===== src/rtl/prep_scheduler_if.sv =====
// Handshake bundle between the edit/frame logic and the prep scheduler.
// Define PREP_STATS_EN to add the stat_cnt pass statistic.
interface prep_scheduler_if #(
  parameter int MAXSHP = 16,
  parameter int IDW    = $clog2(MAXSHP)
);
  logic              frame_end;
  logic              full_sweep;
  logic [MAXSHP-1:0] dirty_set;
  logic              busy;
  logic [IDW-1:0]    req_id;
  logic              ld;
  logic              wr;
  logic              done;
  logic [MAXSHP-1:0] dirty;
`ifdef PREP_STATS_EN
  logic [IDW:0]      stat_cnt;

  modport master (
    output frame_end, full_sweep, dirty_set,
    input  busy, req_id, ld, wr, done, dirty, stat_cnt
  );
  modport slave (
    input  frame_end, full_sweep, dirty_set,
    output busy, req_id, ld, wr, done, dirty, stat_cnt
  );
`else
  modport master (
    output frame_end, full_sweep, dirty_set,
    input  busy, req_id, ld, wr, done, dirty
  );
  modport slave (
    input  frame_end, full_sweep, dirty_set,
    output busy, req_id, ld, wr, done, dirty
  );
`endif
endinterface


===== src/rtl/prep_scheduler.sv =====
// Runs the shared trig/rotate prep datapath once per frame over only the dirty shape slots.
// Define PREP_STATS_EN to count slots written back in the last completed pass (stat_cnt).
module prep_scheduler #(
  parameter int MAXSHP = 16,
  parameter int IDW    = $clog2(MAXSHP),
  parameter int LAT    = 4
) (
  input  logic             clk,
  input  logic             rst_n,
  prep_scheduler_if.slave  bus
);

  localparam int CW = (LAT > 1) ? $clog2(LAT) : 1;

  localparam logic [2:0] S_IDLE  = 3'd0;
  localparam logic [2:0] S_SCAN  = 3'd1;
  localparam logic [2:0] S_LOAD  = 3'd2;
  localparam logic [2:0] S_WAIT  = 3'd3;
  localparam logic [2:0] S_WRITE = 3'd4;
  localparam logic [2:0] S_FIN   = 3'd5;

  logic [2:0]        r_state;
  logic              r_busy;
  logic [IDW-1:0]    r_reqId;
  logic [CW-1:0]     r_cnt;
  logic [MAXSHP-1:0] r_pend;
  logic [MAXSHP-1:0] r_dirty;
  logic              w_found;
  logic [IDW-1:0]    w_idx;
`ifdef PREP_STATS_EN
  logic [IDW:0]      r_wrCnt;
  logic [IDW:0]      r_statCnt;
`endif

  // Lowest pending slot wins, giving ascending visit order within a pass.
  always_comb begin
    w_found = 1'b0;
    w_idx   = '0;
    for (int i = MAXSHP - 1; i >= 0; i--) begin
      if (r_pend[i]) begin
        w_found = 1'b1;
        w_idx   = IDW'(i);
      end
    end
  end

  always_ff @(posedge clk or negedge rst_n) begin
    if (!rst_n) begin
      r_state <= S_IDLE;
      r_busy  <= 1'b0;
      r_reqId <= '0;
      r_cnt   <= '0;
      r_pend  <= '0;
      r_dirty <= '1;
`ifdef PREP_STATS_EN
      r_wrCnt   <= '0;
      r_statCnt <= '0;
`endif
    end else begin
      r_dirty <= r_dirty | bus.dirty_set;
      case (r_state)
        S_IDLE: begin
          // Snapshot cycle: edits arriving now go straight into this pass.
          if (bus.frame_end) begin
            r_pend  <= r_dirty | bus.dirty_set | {MAXSHP{bus.full_sweep}};
            r_dirty <= '0;
            r_busy  <= 1'b1;
            r_state <= S_SCAN;
`ifdef PREP_STATS_EN
            r_wrCnt <= '0;
`endif
          end
        end
        S_SCAN: begin
          if (w_found) begin
            r_reqId <= w_idx;
            r_state <= S_LOAD;
          end else begin
            r_state <= S_FIN;
`ifdef PREP_STATS_EN
            r_statCnt <= r_wrCnt;
`endif
          end
        end
        S_LOAD: begin
          r_pend[r_reqId] <= 1'b0;
          r_cnt           <= '0;
          r_state         <= S_WAIT;
        end
        S_WAIT: begin
          r_cnt <= r_cnt + 1'b1;
          if (r_cnt == CW'(LAT - 1)) r_state <= S_WRITE;
        end
        S_WRITE: begin
          r_state <= S_SCAN;
`ifdef PREP_STATS_EN
          if (r_wrCnt != (IDW + 1)'(MAXSHP)) r_wrCnt <= r_wrCnt + 1'b1;
`endif
        end
        S_FIN: begin
          r_busy  <= 1'b0;
          r_state <= S_IDLE;
        end
        default: r_state <= S_IDLE;
      endcase
    end
  end

  assign bus.busy   = r_busy;
  assign bus.req_id = r_reqId;
  assign bus.ld     = (r_state == S_LOAD);
  assign bus.wr     = (r_state == S_WRITE);
  assign bus.done   = (r_state == S_FIN);
  assign bus.dirty  = r_dirty;
`ifdef PREP_STATS_EN
  assign bus.stat_cnt = r_statCnt;
`endif

endmodule


===== src/flat_wrapper.sv =====
// flat-port wrapper written by rule: the top's interface ports become plain ports
module prep_scheduler_flat 
#(
  parameter int MAXSHP = 16,
  parameter int IDW    = $clog2(MAXSHP),
  parameter int LAT    = 4
)
  (clk, rst_n, bus_frame_end, bus_full_sweep, bus_dirty_set, bus_busy, bus_req_id, bus_ld, bus_wr, bus_done, bus_dirty);
  prep_scheduler_if #(.MAXSHP(MAXSHP), .IDW(IDW)) bus_i ();
  input  logic clk;
  input  logic rst_n;
  input wire logic [$bits(bus_i.frame_end)-1:0] bus_frame_end;
  input wire logic [$bits(bus_i.full_sweep)-1:0] bus_full_sweep;
  input wire logic [$bits(bus_i.dirty_set)-1:0] bus_dirty_set;
  output wire logic [$bits(bus_i.busy)-1:0] bus_busy;
  output wire logic [$bits(bus_i.req_id)-1:0] bus_req_id;
  output wire logic [$bits(bus_i.ld)-1:0] bus_ld;
  output wire logic [$bits(bus_i.wr)-1:0] bus_wr;
  output wire logic [$bits(bus_i.done)-1:0] bus_done;
  output wire logic [$bits(bus_i.dirty)-1:0] bus_dirty;
  assign bus_i.frame_end = bus_frame_end;
  assign bus_i.full_sweep = bus_full_sweep;
  assign bus_i.dirty_set = bus_dirty_set;
  assign bus_busy = bus_i.busy;
  assign bus_req_id = bus_i.req_id;
  assign bus_ld = bus_i.ld;
  assign bus_wr = bus_i.wr;
  assign bus_done = bus_i.done;
  assign bus_dirty = bus_i.dirty;
  prep_scheduler #(.MAXSHP(MAXSHP), .IDW(IDW), .LAT(LAT)) u_core (.clk(clk), .rst_n(rst_n), .bus(bus_i));
endmodule

===== config.mk =====
export PLATFORM = sky130hd
export DESIGN_NAME = prep_scheduler_flat
export DESIGN_NICKNAME = d
export VERILOG_FILES = /design/src/rtl/prep_scheduler_if.sv /design/src/rtl/prep_scheduler.sv /design/src/flat_wrapper.sv
export SDC_FILE = /design/constraint.sdc
export NUM_CORES = 1
export LEC_CHECK = 0
export BUFFER_PORTS_ARGS = -buffer_cell sky130_fd_sc_hd__buf_2
export CAP_MARGIN = 20
export CORE_MARGIN = 1
export CORE_UTILIZATION = 47
export DETAILED_ROUTE_END_ITERATION = 7
export PLACE_DENSITY = 0.71
export SYNTH_ARGS = -nofsm -noshare
export SYNTH_HDL_FRONTEND = slang
export SYNTH_SLANG_ARGS = --single-unit

===== constraint.sdc =====
create_clock -name clk -period 1.8 [get_ports clk]
set_input_delay 0.27 -clock clk [delete_from_list [all_inputs] [get_ports clk]]
set_output_delay 0.27 -clock clk [all_outputs]
set_load 0.05 [all_outputs]

=== After elaboration in Yosys (flattened, before gate mapping) ===
Index checks and enable logic that the tools add are counted.
Widths: inputs -> output; s select.

* Output and inout port bits: 24
* Input port bits: 20
* Word-level logic and storage cells: 75
* Bits in registers: 42

* $lt $le $gt $ge: 2
* Add/subtract/negate cells: 1
* Bitwise gates (word level): 4
* Mux-type cells: 45
* Equal/unequal tests: 8
* Reduce and logical (&&, ||, !) cells: 9

{| class="wikitable"
|+ Operators by type and width
! kind !! number
|-
| $mux 4 || 16
|-
| $mux 16 || 3
|-
| $or 16x16->16 || 2
|-
| $pmux 16 s2 || 1
|-
| $mux 1 || 18
|-
| $and 16x16->16 || 1
|-
| $not 16->16 || 1
|-
| $pmux 3 s5 || 1
|-
| $mux 3 || 3
|-
| $reduce_and 2->1 || 4
|-
| $eq 3x2->1 const B || 2
|-
| $eq 3x3->1 const B || 2
|-
| $reduce_bool 2->1 || 3
|-
| $lt 4x5->1 const B || 1
|-
| $demux 1 s4 || 1
|-
| $ge 4x1->1 const B || 1
|-
| $pmux 2 s2 || 1
|-
| $eq 3x1->1 const B || 1
|-
| $logic_not 3->1 || 1
|-
| $add 2x1->2 const B || 1
|-
| $eq 2x2->1 const B || 1
|-
| $ne 2x1->1 const B || 1
|-
| $ne 2x2->1 const B || 1
|-
| $pmux 1 s2 || 1
|-
| $logic_and 1x1->1 || 1
|}

=== Depth between registers and ports, before layout ===
* Depth after elaboration: 18
* Gate-level depth with buffers: 6

=== Worst setup path after synthesis ===
OpenSTA, ideal clock, no wires.

* Path kind: register -> register
* From: reg u_core.r_state[2]
* To: reg u_core.r_pend[2]
* Required time: 1,661 ps
* Period minus slack after synthesis: 1,982 ps
* Arrival: 1,843 ps
* Setup slack: -182 ps
* Cell stages (with the launch flop): 6
* Cell sequence: dfrtp_1 buf_2 nor3b_2 nand3b_1 o311ai_0 o21ai_0

* Cells in the longest elaborated chain, start to end: 3

{| class="wikitable"
|+ Ends and longest elaborated chain
! element !! line !! source
|-
| start, declared || prep_scheduler.sv:22 || <nowiki>logic [2:0] r_state;</nowiki>
|-
| start signal, assigned || prep_scheduler.sv:49 || <nowiki>r_state <= S_IDLE;</nowiki>
|-
| start signal, assigned || prep_scheduler.sv:68 || <nowiki>r_state <= S_SCAN;</nowiki>
|-
| start signal, assigned || prep_scheduler.sv:77 || <nowiki>r_state <= S_LOAD;</nowiki>
|-
| $eq 3x2->1 (*) || - ||
|-
| via bus_ld || flat_wrapper.sv:17 || <nowiki>output wire logic [$bits(bus_i.ld)-1:0] bus_ld;</nowiki>
|-
| $reduce_bool 2->1 (no source line) || - ||
|-
| $reduce_and 2->1 (no source line) || - ||
|-
| end signal, assigned || prep_scheduler.sv:65 || <nowiki>r_pend <= r_dirty | bus.dirty_set | {MAXSHP{bus.full_sweep}};</nowiki>
|-
| end, declared || prep_scheduler.sv:26 || <nowiki>logic [MAXSHP-1:0] r_pend;</nowiki>
|}

The timed path passes the listed nets; every way through them passes the cells marked *.
A chain may end at the register's enable or synchronous reset.

=== Worst setup path after layout ===
* From: reg u_core.r_state[0]
* To: out bus_done

* Cells in the longest elaborated chain, start to end: 1

{| class="wikitable"
|+ Ends and longest elaborated chain
! element !! line !! source
|-
| $eq 3x3->1 || prep_scheduler.sv:113 || <nowiki>assign bus.done = (r_state == S_FIN);</nowiki>
|-
| end, declared || flat_wrapper.sv:19 || <nowiki>output wire logic [$bits(bus_i.done)-1:0] bus_done;</nowiki>
|}

No other way between the ends.

==> impl_metrics.csv <==
group,metric,value,unit
run_status,status,"finished clean",
cts,clock_latency,0.30,ns
timing,tns,0,ns
die,ioPinCount,44,
finish,area_delta_synth_final,19.7,%
finish,regArea,1070,um^2
finish,fill_cells,362,
synth,synth.area.mux_share,0,%
finish,drive_above_1_share,34.3,%
finish,final_core_util,59.3,%
pwr,vdd_ir_drop_max,1000,uV
synth,synth_cells,202,
timing,fmax,596,MHz
detailed_routing,drt-pass1-iter-count,4,
timing,setup_viol,0,
grt,grt_antenna_before_repair,0,
cts,tritoncts,"yes",
synth,synth_top_family_by_area,"simple AND/OR/NAND/NOR gates",
detailed_routing,drc,0,
die,initial_core_util,49.6,%
grt,grt_max_degree,43,
finish,multi_input_area,875,um^2
synth,seq_area_frac_synth,53.3,%
placement,numPortBuffers,43,
timing,finalCritPeriodShare,93.2,%
cts,cts_hold_buffers,0,
worst_setup_path,cp_max_fo,8,
worst_setup_path,critical_path_arrival,1.41,ns
cts,numCtsBuffers,5,
detailed_routing,vias,1615,
grt,grt_pass1_vias,1573,
die,die_x,67.4,um
timing,fin_skew,0.00814,ns
synth,syn_area,2010,um^2
timing,rsz0062_at_grt,"no",
detailed_routing,final_antenna_net_count,0,
worst_setup_path,worstSetupStartpointType,"register",
synth,syn_area_per_cell,9.95,um^2
die,dieArea,4540,um^2
pwr,p_leak,0.964,nW
pwr,p_per_area,1850,nW/um^2
min_path,min_path_type,"primary input to async pin",
grt,grt_usage,21.3,%
worst_setup_path,crit_required,1.53,ns
cts,cts.sinks,42,
finish,instances_no_fill,298,
die,fp.dieH,67.4,um
die,num_rows,23,
worst_setup_path,rrSetupSlack,0.22,ns
timing,relSlewSlack,66.3,%
placement,placed_cells,290,
detailed_routing,wl,4060,um
cts,cts-root-buf,"clkbuf_8",
cts,cts_buffer_depth,2,
grt,gr-total-overflow,0,
cts,path_clk_slew,0.08,ns
synth,yosys_warnings,0,
worst_setup_path,endpoint_kind,"output pin",
placement,dpl.hpwl,2910,um
grt,grt_pass1_wl,7070,um
detailed_routing,vias_per_cell,5.42,
timing,maxSlewViolCount,0,
worst_setup_path,worst-setup-path-type,"register to output pin",
die,core,4060,um^2
synth,ys_types,37,
timing,worstMarginPinSlew,0.506,ns
finish,diodes,0,
synth,synth_compound_area_share,18.9,%
detailed_routing,routedWlPerCell,13.6,um
synth,synth_simple_gate_area_share,23.3,%
run,drv_cap,0,
synth,synth_fp_nets,223,
timing,finalHoldViolations,0,
synth,synthXorXnorAreaFrac,0,%
placement,gp_congestion,0.892,
synth,synthAdderAreaFrac,0.622,%
synth,ys_ff_latch,42,
cts,htreeDepth,2,
timing,min_period,1.68,ns
detailed_routing,drt-initial-drc-count,75,
finish,finalNetCount,268,
## layer usage
layer | track usage (%) | vias up | wire length (um)
li1 | - | 822 | -
met1 | 27.7 | 750 | 1930
met2 | 33.9 | 39 | 1880
met3 | 5.57 | 4 | 209
met4 | 7.98 | 0 | 42
met5 | 0 | - | 0
## repair_timing
| action | in CTS | in global routing |
|---|---|---|
| gates resized for setup | 1 | 2 |
| pin swaps | 0 | 0 |
| buffers inserted | 0 | 0 |
| setup endpoints to repair | 1 | 1 |
## worst max-delay path, cell delays in order (launching register included)
cell and delay, ns:
dfrtp_2 0.46, nor2b_2 0.23, and2_1 0.16, buf_2 0.26
## logic make-up (layout without fill, tap and decap cells)
group,count (synthesis),in the layout
buffers and inverters,17,63
AO/OA/AOI/OAI,60,60
flip-flops,42,42
adder cells (fa/ha/maj),1,1
AND/OR/NAND/NOR,82,82
## final timing paths
| path | start | to | cells after the start |
|---|---|---|---|
| worst min register to register | u_core.r_cnt[1]$_DFFE_PN0P_ | u_core.r_cnt[1]$_DFFE_PN0P_ | 2 |
| worst max register to register | u_core.r_state[0]$_DFFE_PN0P_ | u_core.r_pend[2]$_DFFE_PN0P_ | 4 |
| worst min-delay path | rst_n | u_core.r_pend[14]$_DFFE_PN0P_ | 2 |
| worst max-delay path | u_core.r_state[0]$_DFFE_PN0P_ | bus_done | 3 |
| min in group clk | bus_dirty_set[6] | u_core.bus.dirty[6]$_DFF_PN1_ | 2 |
| max in group asynchronous | rst_n | u_core.r_state[0]$_DFFE_PN0P_ | 2 |
## cells in the mapped netlist
cell      number  area [um^2]
dfrtp_1       26          651
o21ai_0       19         95.1
dfstp_2       16          420
o21a_1        16          120
nand2_1       15         56.3
a21oi_1       14         70.1
nor3_1        14         70.1
nand3_1       10         50.1
nor2_1         9         33.8
nor4_1         9         56.3
nand2b_1       8         50.1
clkbuf_1       7         26.3
inv_1          5         18.8
buf_2          3         15.0
nor2b_1        3         18.8
nor4_2         3         37.5
a221o_1        2         20.0
a31oi_1        2         12.5
nor3b_2        2         25.0
o311ai_0       2         17.5
a22oi_1        1         7.51
and2_1         1         6.26
and2_4         1         8.76
and2b_1        1         7.51
and3_1         1         6.26
and3b_1        1         8.76
buf_4          1         7.51
buf_6          1         11.3
ha_1           1         12.5
nand3b_1       1         7.51
nand4_1        1         6.26
nor3b_1        1         7.51
o21ai_1        1         5.00
o311ai_2       1         16.3
o31ai_1        1         7.51
o41ai_1        1         8.76
or4_4          1         11.3
## cells in the final DEF, fill, tap and decap left out, drive strengths merged, types with 2 or more instances in the layout
master	instances
o21ai	20
nand2b	8
o21a	16
nor2	9
nor3b	3
nor4	12
nor2b	3
buf	50
a221o	2
and2	2
clkbuf	6
nor3	14
dfstp	16
a31oi	2
a21oi	14
dfrtp	26
o311ai	3
inv	5
nand2	15
nand3	10
## power by group
group,total (mW),internal [mW],switching (mW)
logic,1.82,0.630,1.19
registers,1.90,1.41,0.487
clock network,0.734,0.414,0.321
## area by class of cell
class	count	share of cell area [%]
Multi-Input combinational cell	143	36.3
Timing Repair Buffer	50	11.1
Inverter	5	0.780
Tap cell	50	2.60
Clock buffer	6	3.01
Clock inverter	2	1.56
Sequential cell	42	44.6
## through the flow
step / hold slack (ns) / setup slack [ns] / power [mW] / area [um^2]
floorplan: -0.0256 / 0.0392 / 3.29 / 2020
global placement: 0.366 / 0.149 / 3.71 / 2290
detailed placement: 0.367 / 0.142 / 3.74 / 2290
CTS: 0.0413 / 0.0286 / 4.49 / 2400
global route: 0.0839 / 0.0412 / 4.78 / 2410
finish: 0.0276 / 0.123 / 4.45 / 2410
## flip-flops by register name (all words and copies together) (netlist names)
| signal | count |
|---|---|
| u_core.bus.busy | 1 |
| u_core.bus.dirty | 16 |
| u_core.bus.req_id | 4 |
| u_core.r_cnt | 2 |
| u_core.r_pend | 16 |
| u_core.r_state | 3 |
(Power assumes the default switching activity.)
